### src/rtl/fft_pkg.sv
// Widths shared by the FFT front-end stages (operand adder, frame accumulator).
package fft_pkg;

  localparam int unsigned DATA_W_DEF = 10;
  localparam int unsigned IDX_W      = 8;

  function automatic int unsigned clog2(input int unsigned n);
    int unsigned r;
    r = 0;
    if (n > 1) begin
      for (int unsigned v = n - 1; v > 0; v = v >> 1) r++;
    end
    return r;
  endfunction

  // Frame total width: enough headroom that frame_len full-scale samples never wrap.
  function automatic int unsigned acc_w(input int unsigned data_w, input int unsigned frame_len);
    return data_w + clog2(frame_len);
  endfunction

endpackage

### src/rtl/frame_accumulator.sv
// Sums FRAME_LEN consecutive adder samples into one widened frame total,
// with valid/ready on both sides; the next frame accumulates while a total is pending.
module frame_accumulator
  import fft_pkg::*;
#(
  parameter int unsigned DATA_W    = DATA_W_DEF,
  parameter int unsigned FRAME_LEN = 8,
  localparam int unsigned ACC_W    = acc_w(DATA_W, FRAME_LEN)
) (
  input  logic              clk,
  input  logic              rst_n,
  input  logic              in_valid,
  output logic              in_ready,
  input  logic [DATA_W-1:0] in_data,
  output logic              out_valid,
  input  logic              out_ready,
  output logic [ACC_W-1:0]  out_data,
  output logic [IDX_W-1:0]  frame_idx
);

  localparam int unsigned      CNT_W    = (clog2(FRAME_LEN) > 0) ? clog2(FRAME_LEN) : 1;
  localparam logic [CNT_W-1:0] CNT_LAST = CNT_W'(FRAME_LEN - 1);

  logic [ACC_W-1:0] acc;
  logic [ACC_W-1:0] sum_c;
  logic [CNT_W-1:0] cnt;
  logic             rdy_en;
  logic             last_c;
  logic             in_hs_c;
  logic             out_hs_c;

  assign sum_c    = acc + ACC_W'(in_data);
  assign last_c   = (cnt == CNT_LAST);
  // Only the completing sample stalls, and only while the previous total is unaccepted.
  assign in_ready = rdy_en && !(out_valid && !out_ready && last_c);
  assign in_hs_c  = in_valid && in_ready;
  assign out_hs_c = out_valid && out_ready;

  always_ff @(posedge clk) begin
    if (!rst_n) begin
      acc       <= '0;
      cnt       <= '0;
      rdy_en    <= 1'b0;
      out_valid <= 1'b0;
      out_data  <= '0;
      frame_idx <= '0;
    end else begin
      rdy_en <= 1'b1;
      if (out_hs_c) begin
        out_valid <= 1'b0;
        frame_idx <= frame_idx + IDX_W'(1);
      end
      // A completing sample can only be taken when the output slot is free or draining,
      // so the load below never overwrites an undelivered total.
      if (in_hs_c) begin
        if (last_c) begin
          out_data  <= sum_c;
          out_valid <= 1'b1;
          acc       <= '0;
          cnt       <= '0;
        end else begin
          acc <= sum_c;
          cnt <= cnt + CNT_W'(1);
        end
      end
    end
  end

endmodule

### config.mk
export PLATFORM = sky130hd
export DESIGN_NAME = frame_accumulator
export DESIGN_NICKNAME = d
export VERILOG_FILES = /design/src/rtl/fft_pkg.sv /design/src/rtl/frame_accumulator.sv
export SDC_FILE = /design/constraint.sdc
export NUM_CORES = 1
export LEC_CHECK = 0
export ABC_AREA = 1
export BUFFER_PORTS_ARGS = -buffer_cell sky130_fd_sc_hd__clkbuf_2
export CORE_UTILIZATION = 30
export CTS_CLUSTER_SIZE = 30
export DETAILED_ROUTE_END_ITERATION = 7
export SETUP_SLACK_MARGIN = 0.3
export SYNTH_ARGS = -nofsm -noshare
export SYNTH_HDL_FRONTEND = slang
export SYNTH_SLANG_ARGS = --single-unit
### constraint.sdc
create_clock -name clk -period 1.48 [get_ports clk]
set_input_delay 0.148 -clock clk [delete_from_list [all_inputs] [get_ports clk]]
set_output_delay 0.148 -clock clk [all_outputs]
set_load 0.03 [all_outputs]
Word-level counts from Yosys, hierarchy flattened
Cells that the tools add are included.
Cells by class
  $add $sub $neg: 3
  equality and inequality tests: 1
  multiplexer cells: 6
  reductions and logical operators: 8
Operators by type and width (number)
  13-bit by 10-bit adder with 13-bit output: 1
  13-bit 2-to-1 mux: 1
  8-bit by 1-bit adder with 8-bit output, second input constant: 1
  1-bit logical AND: 5
  1-bit 2-to-1 mux: 4
  3-bit by 1-bit adder with 3-bit output, second input constant: 1
  3-bit equality test, second input constant: 1
  3-bit 2-to-1 mux: 1
  1-bit zero test: 2
  2-bit AND reduction: 1
Word-level totals
  register bits after elaboration: 39
  input port bits: 14

Depth between registers and ports, before layout
  depth after elaboration: 7
  gate-level depth with buffers: 12
  mapped depth without buffers: 12

Worst setup path before layout
No wires, ideal clock.
  path kind: register -> register
  start: register acc[0]
  end: register out_data[8]
  clock period less this slack: 1643 ps
  path slack: -163 ps
  library setup time: 115 ps
  required time: 1365 ps
  buffers on the path: 0
  cell stages (with the launch flop): 10
  arrival time: 1527 ps
  cells stage by stage: dfxtp_1 ha_1 fa_1 nand3_1 nand2_2 nand2_1 nand2_2 xor2_2 o21ai_0 inv_1
On the way
  word-level cells in the longest chain between the ends: 1
RTL lines
  from (decl): line frame_accumulator.sv:24  | logic [ACC_W-1:0] acc;
  from (signal assigned): line frame_accumulator.sv:62  | acc <= sum_c;
  13-bit by 10-bit adder with 13-bit output: line frame_accumulator.sv:32  | assign sum_c = acc + ACC_W'(in_data);
  to (signal assigned): line frame_accumulator.sv:57  | out_data <= sum_c;
  to (decl): line frame_accumulator.sv:17  | output logic [ACC_W-1:0] out_data,
Every way passes these cells.
A chain may end at the register's enable or synchronous reset.

Worst setup path after layout
  start: register acc[0]
  end: register out_data[10]
The elaborated chain is that of the path after synthesis.

==> flow_metrics.env <==
export IMPL_final_core_util_pct=50.8
export IMPL_dieArea_um2=7940
export IMPL_synthCells=326
export IMPL_io_buffer_count=36
export IMPL_clkTransAtPathRegs_ns=0.08
export IMPL_rsz0062_at_grt="yes"
export IMPL_stdcell_area_um2=3710
export IMPL_final_cell_mix="nand2_1, inv_1, nand2_2"
export IMPL_path_class="reg2reg"
export IMPL_switchingPower_uw=810
export IMPL_syn_num_nets=354
export IMPL_r2r_cells=9
export IMPL_ys_types=29
export IMPL_crit_path_max_fanout=2
export IMPL_cp_top_family="adder cells"
export IMPL_dpl_instance_area_um2=2770
export IMPL_slew_headroom_pct=78.2
export IMPL_ant_nets=0
export IMPL_first_pass_iters=4
export IMPL_reg2reg_from="acc[0]$_SDFFE_PN0N_"
export IMPL_r2r_end="out_data[10]$_SDFFE_PN0P_"
export IMPL_drv_slew=0
export IMPL_peakVddDrop_mv=0.450
export IMPL_slowest_stage="fa_2"
export IMPL_numCtsBuffers=5
export IMPL_p_per_area_nw_per_um2=693
export IMPL_hp_class="in2reg"
export IMPL_worst_slack_ns=-0.109
export IMPL_yosysWarnings=0
export IMPL_post_route_drc_count=0
export IMPL_max_stage_delay_ns=0.38
export IMPL_whs_path_depth=4
export IMPL_vias=2266
export IMPL_synthToLayoutAreaGrowth_pct=62.7
export IMPL_leakagePower_uw=0.00168
export IMPL_finalHoldViolations=0
export IMPL_min_to="out_valid$_SDFF_PN0_"
export IMPL_netlist_area_um2=2280
export IMPL_finalCritPeriodShare_pct=107
export IMPL_antenna_found_initial=0
export IMPL_drv_cap=0
export IMPL_fin_skew_ns=0.0106
export IMPL_grt_pass1_vias=2137
export IMPL_clk_latency_ns=0.30
export IMPL_path_depth=9
export IMPL_grt_usage_pct=15.9
export IMPL_die_w_um=89.1
export IMPL_setup_violations=26
export IMPL_crit_start="acc[0]$_SDFFE_PN0N_"
export IMPL_required_ns=1.67
export IMPL_h_tree_depth=2
export IMPL_grt_pass1_wl_um=9710
export IMPL_cts_sinks=39
export IMPL_final_nets=425
export IMPL_fin_crit_ns=1.59
export IMPL_cp_cell_sequence="ha_4 -> fa_2 -> buf_6 -> nand3_2 -> nand3_2 -> nand2_2 -> nand2_2 -> o21ai_2 -> inv_1"
export IMPL_overflow=0
export IMPL_insertedDiodeCount=0
export IMPL_ys_seq_area_share_pct=34.3
export IMPL_min_from="out_ready"
export IMPL_cts_buffer_depth=2
export IMPL_ioPinCount=37
export IMPL_tightest_slew_ns=0.327
export IMPL_synth_seq_cells=39
export IMPL_gp_congestion=0.891
export IMPL_critPathArrivalTime_ns=1.78
export IMPL_num_rows=31
export IMPL_grt_max_degree=22
export IMPL_cts_root_buf="clkbuf_8"
export IMPL_via_per_inst=4.56
export IMPL_layout_drive_gt1_share_pct=56.8
export IMPL_power_internal_uw=1760
export IMPL_cts_tree="done"
export IMPL_core_area_um2=7290
export IMPL_switching_share_pct=31.6
export IMPL_seqPwrFrac_pct=43.0
export IMPL_status="finished, violations left"
export IMPL_routed_wl_um=6320
export IMPL_postCtsHoldBufs=0
export IMPL_fmax_mhz=629
export IMPL_p_comb_share_pct=26.5
export IMPL_drt_initial_drc_count=65
export IMPL_total_power_uw=2570
export IMPL_crit_path_end_kind="register"
export IMPL_fillers=702
export IMPL_start_util_pct=31.2
export IMPL_r2r_slack_ns=-0.11
export IMPL_violations="setup timing"
export IMPL_p_clk_share_pct=30.4
export IMPL_final_common_cell="nand2_1"
export IMPL_start_kind="register"
export IMPL_die_y_um=89.1
export IMPL_hpwl_um=3850
export IMPL_cp_num_buf_inv=2
export IMPL_syn_avg_cell_area_um2=6.99
export IMPL_wl_per_cell_um=12.7
-- stage by stage --
step	hold WS, ns	cells	setup TNS, ns	setup WS, ns
4_1_cts	0.183	486	-0.581	-0.0634
3_5_place_dp	0.456	465	-1.05	-0.152
6_report	0.203	497	-1.10	-0.109
5_1_grt	0.215	497	-3.26	-0.198
2_1_floorplan	0.176	326	-0.197	-0.0719
3_3_place_gp	0.448	465	-0.810	-0.146
-- power groups by stage --
stage | logic [uW] | clock network [uW] | registers (uW)
6_report | 681 | 782 | 1100
5_1_grt | 737 | 841 | 1110
4_1_cts | 550 | 808 | 1100
3_5_place_dp | 406 | 0 | 1120
3_3_place_gp | 404 | 0 | 1120
2_1_floorplan | 299 | 0 | 1120
-- worst reg2reg max path, cell delays in order (launching register included) --
cell,delay [ns]
dfxtp_2,0.34
ha_4,0.16
fa_2,0.38
buf_6,0.14
nand3_2,0.08
nand3_2,0.08
nand2_2,0.07
nand2_2,0.06
o21ai_2,0.13
inv_1,0.05
-- cell type report --
type | count | area, um^2 | area share, %
tap | 99 | 124 | 3.34
clock inverter | 1 | 8.76 | 0.236
timing repair buffer | 66 | 499 | 13.5
timing repair inverter | 5 | 68.8 | 1.86
inverter | 53 | 239 | 6.45
sequential | 39 | 813 | 21.9
multi-input combinational | 227 | 1870 | 50.4
clock buffer | 7 | 86.3 | 2.33
-- registers in the layout, indices dropped and copies added (netlist names) --
signal,count
acc,13
out_data,13
frame_idx,8
cnt,3
out_valid,1
rdy_en,1
-- per-layer routing --
layer | vias to the layer above | global-route usage, % | share of wire, %
li1 | 1157 | - | -
met5 | - | 0 | 0
met2 | 40 | 27.8 | 50
met3 | 13 | 3.60 | 3.9
met1 | 1056 | 19.5 | 44
met4 | 0 | 4.76 | 1.6
-- logic make-up after synthesis --
family	Yosys count	share of synthesized area (%)
buffers and inverters	60	11.5
XOR/XNOR	6	2.64
flip-flops	39	34.3
AO/OA/AOI/OAI	45	11.9
AND/OR/NAND/NOR	162	31.6
adder cells (fa/ha/maj)	14	8.02
-- synthesized netlist by cell type (all sizes together) --
cell type	instances	share of area, %
nor2	24	4.8
clkbuf	3	0.49
o21a	7	2.3
a21oi	26	6.7
ha	13	7.1
nand2	112	20
buf	4	2.1
o21ai	10	2.2
nand4	5	1.4
nand3	19	4.6
a21boi	1	0.33
dfxtp	39	34
xor2	6	2.6
nor3b	1	0.55
fa	1	0.88
o211ai	1	0.33
inv	53	9.0
nor3	1	0.22
-- worst max-delay path by stage --
stage / endpoint / slack (ns)
5_1_grt: out_data[8]$_SDFFE_PN0P_ / -0.20
3_5_place_dp: out_data[6]$_SDFFE_PN0P_ / -0.15
4_1_cts: in_ready / -0.06
3_3_place_gp: out_data[6]$_SDFFE_PN0P_ / -0.15
6_report: out_data[10]$_SDFFE_PN0P_ / -0.11
2_1_floorplan: out_data[8]$_SDFFE_PN0P_ / -0.07
-- repair_timing --
action	4_1_cts	5_1_grt
setup buffers	10	9
resized for setup	101	68
cloned	3	2
setup endpoints to repair	33	33
pin swaps	31	50
No activity file was read; power rests on OpenSTA's default activity.
